--- src/rtl/uart_pkg.sv ---
// UART shared definitions: receiver FSM states, stop_sel encoding, the
// minimum clocks-per-bit clamp and the helpers that interpret them. The
// transmitter and the receiver both use this package so that one
// configuration register drives both directions.
package uart_pkg;

  localparam int unsigned COMP_W   = 16;
  localparam int unsigned COMP_MIN = 4;

  // stop_sel encoding; 2'd3 behaves like STOP_2
  localparam logic [1:0] STOP_1   = 2'd0;
  localparam logic [1:0] STOP_1_5 = 2'd1;
  localparam logic [1:0] STOP_2   = 2'd2;

  typedef enum logic [1:0] {
    IDLE,
    START,
    DATA,
    STOP
  } rx_state_t;

  // True when the frame carries a second stop bit that must be checked
  function automatic logic two_stop_bits(input logic [1:0] sel);
    case (sel)
      STOP_1, STOP_1_5: two_stop_bits = 1'b0;
      STOP_2:           two_stop_bits = 1'b1;
      default:          two_stop_bits = 1'b1;
    endcase
  endfunction

  // Clocks per bit with the lower clamp applied
  function automatic logic [COMP_W-1:0] comp_clamp(input logic [COMP_W-1:0] c);
    comp_clamp = (c < COMP_W'(COMP_MIN)) ? COMP_W'(COMP_MIN) : c;
  endfunction

endpackage

--- src/rtl/uart_sync.sv ---
// Multi-stage synchroniser for the asynchronous serial input. All stages
// reset to 1 (line idle) so reset release never looks like a start edge.
// Ports:
//   clk     system clock
//   resetn  synchronous active-low reset
//   din     asynchronous input
//   dout    synchronised output (SYNC_STAGES clocks of latency)
module uart_sync #(
  parameter int unsigned SYNC_STAGES = 2
) (
  input  logic clk,
  input  logic resetn,
  input  logic din,
  output logic dout
);

  logic [SYNC_STAGES-1:0] sync_q;

  // Shift chain; the first stage may go metastable, later stages settle it
  always_ff @(posedge clk) begin
    if (!resetn) begin
      sync_q <= '1;
    end else begin
      sync_q <= {sync_q[SYNC_STAGES-2:0], din};
    end
  end

  assign dout = sync_q[SYNC_STAGES-1];

endmodule

--- src/rtl/uart_receiver_sv.sv ---
// UART receiver: samples a synchronised serial line at mid-bit, assembles
// 8 data bits LSB first, checks 1 or 2 stop bits and hands each byte over
// through a valid/ack level handshake.
// Ports:
//   clk, resetn  clock, synchronous active-low reset
//   comp         clocks per bit (clamped to a minimum of 4)
//   stop_sel     stop bits: 0 = 1, 1 = 1.5, 2/3 = 2
//   rec_en       receiver enable; low aborts a frame and clears overrun
//   uart_rx      asynchronous serial input, idle high
//   rx_data      last received byte
//   rx_valid     rx_data holds an unacknowledged byte
//   rx_ack       consumer acknowledge, honoured only while rx_valid = 1
//   frame_err    stop-bit error for the byte in rx_data
//   overrun      sticky: a byte completed while rx_valid was still set
module uart_receiver_sv
  import uart_pkg::*;
#(
  parameter int unsigned SYNC_STAGES = 2
) (
  input  logic              clk,
  input  logic              resetn,
  input  logic [COMP_W-1:0] comp,
  input  logic [1:0]        stop_sel,
  input  logic              rec_en,
  input  logic              uart_rx,
  output logic [7:0]        rx_data,
  output logic              rx_valid,
  input  logic              rx_ack,
  output logic              frame_err,
  output logic              overrun
);

  logic rx_s;

  uart_sync #(
    .SYNC_STAGES(SYNC_STAGES)
  ) u_sync (
    .clk   (clk),
    .resetn(resetn),
    .din   (uart_rx),
    .dout  (rx_s)
  );

  rx_state_t         state_q, state_d;
  logic [COMP_W-1:0] cnt_q, cnt_d;
  logic [COMP_W-1:0] comp_q, comp_d;
  logic              two_stop_q, two_stop_d;
  logic              stop_idx_q, stop_idx_d;
  logic [2:0]        bit_idx_q, bit_idx_d;
  logic [7:0]        shift_q, shift_d;
  logic              ferr_q, ferr_d;
  logic              wait_high_q, wait_high_d;
  logic [7:0]        rx_data_d;
  logic              rx_valid_d;
  logic              frame_err_d;
  logic              overrun_d;

  logic              bit_end;
  logic              half_end;
  logic              stop_err;

  // Counter terminal counts for a full bit and for the half-bit start wait
  assign bit_end  = (cnt_q == comp_q - COMP_W'(1));
  assign half_end = (cnt_q == (comp_q >> 1) - COMP_W'(1));
  // Error accumulated over all stop samples including the current one
  assign stop_err = ferr_q | ~rx_s;

  // State and datapath registers
  always_ff @(posedge clk) begin
    if (!resetn) begin
      state_q     <= IDLE;
      cnt_q       <= '0;
      comp_q      <= COMP_W'(COMP_MIN);
      two_stop_q  <= 1'b0;
      stop_idx_q  <= 1'b0;
      bit_idx_q   <= '0;
      shift_q     <= '0;
      ferr_q      <= 1'b0;
      wait_high_q <= 1'b0;
      rx_data     <= '0;
      rx_valid    <= 1'b0;
      frame_err   <= 1'b0;
      overrun     <= 1'b0;
    end else begin
      state_q     <= state_d;
      cnt_q       <= cnt_d;
      comp_q      <= comp_d;
      two_stop_q  <= two_stop_d;
      stop_idx_q  <= stop_idx_d;
      bit_idx_q   <= bit_idx_d;
      shift_q     <= shift_d;
      ferr_q      <= ferr_d;
      wait_high_q <= wait_high_d;
      rx_data     <= rx_data_d;
      rx_valid    <= rx_valid_d;
      frame_err   <= frame_err_d;
      overrun     <= overrun_d;
    end
  end

  // Next-state, sampling and byte delivery
  always_comb begin
    state_d     = state_q;
    cnt_d       = cnt_q;
    comp_d      = comp_q;
    two_stop_d  = two_stop_q;
    stop_idx_d  = stop_idx_q;
    bit_idx_d   = bit_idx_q;
    shift_d     = shift_q;
    ferr_d      = ferr_q;
    wait_high_d = wait_high_q;
    rx_data_d   = rx_data;
    rx_valid_d  = rx_valid;
    frame_err_d = frame_err;
    overrun_d   = overrun;

    if (rx_valid && rx_ack) begin
      rx_valid_d = 1'b0;
    end

    // After a frame ending low (break) the line must go idle before re-arming
    if (rx_s) begin
      wait_high_d = 1'b0;
    end

    if (!rec_en) begin
      state_d   = IDLE;
      cnt_d     = '0;
      overrun_d = 1'b0;
    end else begin
      case (state_q)
        IDLE: begin
          cnt_d = '0;
          if (!rx_s && !wait_high_q) begin
            state_d    = START;
            comp_d     = comp_clamp(comp);
            two_stop_d = two_stop_bits(stop_sel);
            stop_idx_d = 1'b0;
            bit_idx_d  = '0;
            ferr_d     = 1'b0;
          end
        end

        START: begin
          if (half_end) begin
            cnt_d   = '0;
            state_d = rx_s ? IDLE : DATA;
          end else begin
            cnt_d = cnt_q + COMP_W'(1);
          end
        end

        DATA: begin
          if (bit_end) begin
            cnt_d     = '0;
            shift_d   = {rx_s, shift_q[7:1]};
            bit_idx_d = bit_idx_q + 3'd1;
            if (bit_idx_q == 3'd7) begin
              state_d = STOP;
            end
          end else begin
            cnt_d = cnt_q + COMP_W'(1);
          end
        end

        STOP: begin
          if (bit_end) begin
            cnt_d = '0;
            if (two_stop_q && !stop_idx_q) begin
              stop_idx_d = 1'b1;
              ferr_d     = stop_err;
            end else begin
              state_d     = IDLE;
              rx_data_d   = shift_q;
              frame_err_d = stop_err;
              rx_valid_d  = 1'b1;
              wait_high_d = ~rx_s;
              if (rx_valid && !rx_ack) begin
                overrun_d = 1'b1;
              end
            end
          end else begin
            cnt_d = cnt_q + COMP_W'(1);
          end
        end

        default: begin
          state_d = IDLE;
        end
      endcase
    end
  end

endmodule

--- config.mk ---
export PLATFORM = sky130hd
export DESIGN_NAME = uart_receiver_sv
export DESIGN_NICKNAME = d
export VERILOG_FILES = /design/src/rtl/uart_pkg.sv /design/src/rtl/uart_sync.sv /design/src/rtl/uart_receiver_sv.sv
export SDC_FILE = /design/constraint.sdc
export NUM_CORES = 1
export LEC_CHECK = 0
export ABC_AREA = 1
export BUFFER_PORTS_ARGS = -buffer_cell sky130_fd_sc_hd__clkbuf_2
export CAP_MARGIN = 20
export CORE_AREA = 2 2 116 62
export CTS_BUF_LIST = sky130_fd_sc_hd__clkbuf_8
export CTS_CLUSTER_SIZE = 28
export DETAILED_ROUTE_END_ITERATION = 16
export DIE_AREA = 0 0 118 64
export PLACE_DENSITY = 0.78
export SYNTH_ARGS = -nofsm -noshare
export SYNTH_HDL_FRONTEND = slang
export SYNTH_SLANG_ARGS = --single-unit
--- constraint.sdc ---
create_clock -name clk -period 4.1 [get_ports clk]
set_input_delay 0.41 -clock clk [delete_from_list [all_inputs] [get_ports clk]]
set_output_delay 0.41 -clock clk [all_outputs]
set_load 0.05 [all_outputs]
Word level (Yosys, flattened, before mapping) --
Cells that the tools add are included.
Operators by class: divide/modulo/power cells 0, reductions and logical operators 22, equal/unequal tests 14, $add $sub $neg 4, shifts and indexed selects 0, bitwise gates (word level) 3, mux-type cells 33, multipliers 0, order comparisons 1
Operators with widths (number):
- 16-bit two-way mux | 3
- 16-bit one-hot mux with 3 select lines | 1
- 16-bit == test | 2
- 16-bit by 1-bit adder with 16-bit output, second input constant | 1
- 16-bit by 3-bit less-than comparator with 1-bit output, second input constant | 1
- 1-bit two-way mux | 16
- 15-bit by 1-bit subtractor with 16-bit output, second input constant | 1
- 16-bit by 1-bit subtractor with 16-bit output, second input constant | 1
- 2-bit two-way mux | 7
- 2-bit != test, second input constant | 7
- 4-bit AND reduction | 3
- 2-bit one-hot mux with 4 select lines | 1
- 3-bit two-way mux | 2
- 3-bit one-hot mux with 2 select lines | 1
- 3-bit AND reduction | 2
- 6-bit AND reduction | 1
- 5-bit AND reduction | 1
- 2-bit by 1-bit == test with 1-bit output, second input constant | 2
- 2-bit == test, second input constant | 2
- 1-bit logical AND | 4
- 1-bit zero test | 4
- 2-bit zero test | 2
- 1-bit one-hot mux with 2 select lines | 2
- 2-bit nonzero test | 2
- other kinds (6) | 8
Word-level totals: ROM bits 0, word-level logic and storage cells 91, latch bits 0, memories 0, bits of input ports 23, flip-flop bits (word level) 62, output and inout bits 11, RAM bits 0

Longest topological paths before layout --
depth after elaboration 6, mapped depth 20

Hierarchy --
A second synthesis with hierarchy kept.
Second synthesis, totals: cell total of the unflattened synthesis 598, area, all modules 3798.6 um^2
Modules (own cells, without submodules):
- uart_receiver_sv | cells each 592, area an instance 3743.6 um^2, times used 1
- uart_sync | cells each 6, area an instance 55.1 um^2, times used 1

Worst setup path before layout --
OpenSTA, ideal clock, no wires.
path type reg2reg, start register comp_q[1], end register cnt_q[15], path buffers 1, stages on the path, launching flop included 19, slack 1.971 ns, arrival time 2.015 ns, cell sequence dfxtp_1 -> inv_1 -> ha_1 -> inv_2 -> nor2_2 -> nand3_2 -> nor2_4 -> nand2_1 -> nand2_1 -> nand2_1 -> inv_1 -> nand2_1 -> nor2_2 -> nand3_4 -> nand2_2 -> nand2_1 -> nand2_2 -> buf_6 -> nor2_1
Between the ends: cells in the longest elaborated chain, start to end 4
RTL lines:
- start: declaration | RTL line uart_receiver_sv.sv:46 | logic [COMP_W-1:0] comp_q, comp_d;
- start signal: assignment | RTL line uart_receiver_sv.sv:73 | comp_q <= COMP_W'(COMP_MIN);
- start signal: assignment | RTL line uart_receiver_sv.sv:87 | comp_q <= comp_d;
- 16-bit by 1-bit subtractor with 16-bit output or 15-bit by 1-bit subtractor with 16-bit output (tied branches) | RTL line uart_receiver_sv.sv:63, uart_receiver_sv.sv:64
- 16-bit == test, on equally long branches | RTL line uart_receiver_sv.sv:63, uart_receiver_sv.sv:64
- 16-bit two-way mux, on equally long branches | RTL line uart_receiver_sv.sv:154, uart_receiver_sv.sv:167, uart_receiver_sv.sv:145
- 16-bit one-hot mux with 3 select lines (*) | RTL line uart_receiver_sv.sv:131 | case (state_q)
- end signal: assignment | RTL line uart_receiver_sv.sv:86 | cnt_q <= cnt_d;
- end: declaration | RTL line uart_receiver_sv.sv:45 | logic [COMP_W-1:0] cnt_q, cnt_d;
Mark *: on every way between the ends. The rest lies on a longest branch, timed or not. A chain may end at the register's enable or synchronous reset.

Worst setup path in the final report --
start register comp_q[1], end register rx_data[4]
Between the ends: cells in the longest elaborated chain, start to end 3
RTL lines:
- 16-bit by 1-bit subtractor with 16-bit output | RTL line uart_receiver_sv.sv:63 | assign bit_end = (cnt_q == comp_q - COMP_W'(1));
- 16-bit == test | RTL line uart_receiver_sv.sv:63
- 4-bit AND reduction (no source line)
- end signal: assignment | RTL line uart_receiver_sv.sv:94 | rx_data <= rx_data_d;
- end: declaration | RTL line uart_receiver_sv.sv:26 | output logic [7:0] rx_data,
No other way between the ends.

==> metrics.cfg <==
[logic_synthesis]
synth_edf_count=0
synthCells=570
ys.flop_type=dfxtp_1
yosys.area.top_type_share=0.329
synth.largest_area_cell=dfxtp_1
synth_warnings=0
synth_area_leaders=dfxtp_1, nand2_1, nor2_1
synth_nets=598
synth_seq_cells=62
synth.most_common_cell=nand2_1
synth_seq_area_share=0.329
synthArstFlopShare=0
synth_cell_type_count=34
synth_commonest_cells=nand2_1, nor2_1, dfxtp_1
post_synth_instance_area_sq_um=3770
avgSynthCellArea_sq_um=6.62

[die]
dieArea_sq_um=7550
die_y_um=64
rows=21
core_sq_um=6490
die_w_um=118
start_util=0.581
num_io_pins=34

[clock_tree]
cts_buffers=9
cts.htree.levels=3
cts_tree=built
clk_pin_slew_worst_paths_ns=0.07
root_buffer=clkbuf_8
numClockSinks=62
clock_path_buffers=2
cts.hold.buffers_added=0
post_cts_resize_count=0
clkLatencyLatePin_ns=0.35
cts_setup_buffers=0

[route]
drt-initial-drc-count=328
viasPerCell=5.25
drc=0
wl_per_cell_um=13.4
postRouteAntennaNets=0
vias=3662
wl_um=9380
dr.pass1.iters=5

[setup_path]
r2r_end=rx_data[4]
crit_type=flop to flop
r2r_start=comp_q[1]
crit_path_end_kind=flop
crit_arrival_ns=3.13
rrSetupSlack_ns=1.21
r2r_cells=17
critPathMaxFanout=11
startpoint=comp_q[1]
worstSetupEndpoint=rx_data[4]
cp-start-kind=flop
critPathRequiredTime_ns=4.34

[sta]
setup_viol=0
rsz0062_at_grt=false
period_needed_ns=2.89
hold-worst-slack_ns=0.275
finalHoldViolCount=0
tns_ns=0
drv_slew=0
max_freq_mhz=347
skew_ns=0.00772
worst-slew-pin-transition_ns=0.624
max_slew_margin=0.580
post-route-period-util=0.704

[grt]
grt.overflow.total=0
grt_pass1_vias=3473
grt_pass1_wl_um=15800
antenna_found_initial=0
grt_usage=0.264
grt_start_max_net_pins=31

[power]
ir_drop_mv=0.172
leakagePower_nw=1.91
p_per_area_nw_per_um2=299

[place]
hpwl_um=7220
gp_congestion=0.915
port_buffers=32

[cells_and_area]
nFillCells=602
syn_to_final_growth_pct=10.2
antenna_cells=0
multi_input_area_sq_um=2220
regArea_sq_um=1240
fin_nets=629
drive_gt1_frac=0.153

[worst_hold_path]
hold_path_class=input pin to flop

[run_status]
status=finished clean

[run]
drv_cap=0

==> where the power goes <==
part	switching, mW	internal, mW
sequential	0.0124	0.609
clock	0.253	0.232
combinational	0.0900	0.0473
total	0.355	0.888
==> state kept, by name, summed over array words and instances, names as in the netlist, named ones only <==
name and flops:
bit_idx_q 3, cnt_q 16, comp_q 16, ferr_q 1, frame_err 1, overrun 1
rx_data 8, rx_valid 1, shift_q 8, state_q 1, stop_idx_q 1, two_stop_q 1
u_sync.sync_q 2, wait_high_q 1
==> routing by layer <==
metal,part of all wire,GRT usage,vias up
met3,0.062,0.0670,17
li1,-,-,1873
met4,0.014,0.0813,0
met1,0.51,0.360,1650
met2,0.41,0.414,122
met5,0,0,-
==> metrics by stage <==
stage / instances / power (mW) / area (sq um) / setup slack, ns / util
final: 698 / 1.24 / 4150 / 1.21 / 0.640
after global routing: 698 / 1.29 / 4150 / 0.956 / 0.640
after CTS: 698 / 1.25 / 4150 / 1.28 / 0.640
after detailed placement: 682 / 0.769 / 3980 / 1.29 / 0.613
after global placement: 682 / 0.764 / 3980 / 1.40 / 0.613
after floorplan: 570 / 0.732 / 3770 / 1.97 / -
==> kinds of logic (layout without fill, tap and decap cells) <==
family | after synthesis | in the layout | share of synthesized area
compound gates | 61 | 61 | 0.0879
xor+xnor | 31 | 31 | 0.0720
fa+ha+maj | 5 | 5 | 0.0166
buf+inv | 75 | 111 | 0.0816
flops | 62 | 62 | 0.329
simple gates | 336 | 336 | 0.413
==> how the worst min path moves through the flow <==
stage                                start                to  slack [ns]  cells past startpoint
final                              uart_rx  u_sync.sync_q[0]        0.27                      2
after global routing               uart_rx  u_sync.sync_q[0]        0.26                      2
after CTS                          uart_rx  u_sync.sync_q[0]        0.26                      2
after detailed placement  u_sync.sync_q[0]  u_sync.sync_q[1]        0.40                      1
after global placement    u_sync.sync_q[0]  u_sync.sync_q[1]        0.40                      1
after floorplan           u_sync.sync_q[0]  u_sync.sync_q[1]        0.39                      1
==> final cells by class <==
type                            count  area share
Timing Repair Buffer               33      0.0404
Multi-Input combinational cell    433       0.535
Clock inverter                      6     0.00904
Sequential cell                    62       0.299
Inverter                           62      0.0560
Clock buffer                       10      0.0331
Tap cell                           92      0.0277
==> cell usage in the layout, fill, tap and decap left out, types with 9 or more instances in the layout <==
master	count
inv_1	54
nand4_1	9
dfxtp_1	62
a21oi_1	19
o21ai_0	24
nor2_1	98
xnor2_1	14
nand2_1	146
nor2_2	12
xor2_1	17
clkbuf_8	10
nand3_1	29
clkbuf_2	32
==> critical path, stage by stage (launching register included) <==
cell	delay, ns
dfxtp_1	0.33
inv_1	0.19
ha_1	0.31
nand2_1	0.18
nor2_1	0.14
nand2_1	0.05
nand2_1	0.07
nand2_1	0.05
nor2_1	0.20
nand3_1	0.13
nor2_2	0.16
nand3_4	0.15
inv_2	0.11
nand2_2	0.08
nor2_4	0.27
inv_2	0.16
nor2_1	0.13
nor2_1	0.05
Note: power is estimated with default switching activity, not from simulation.
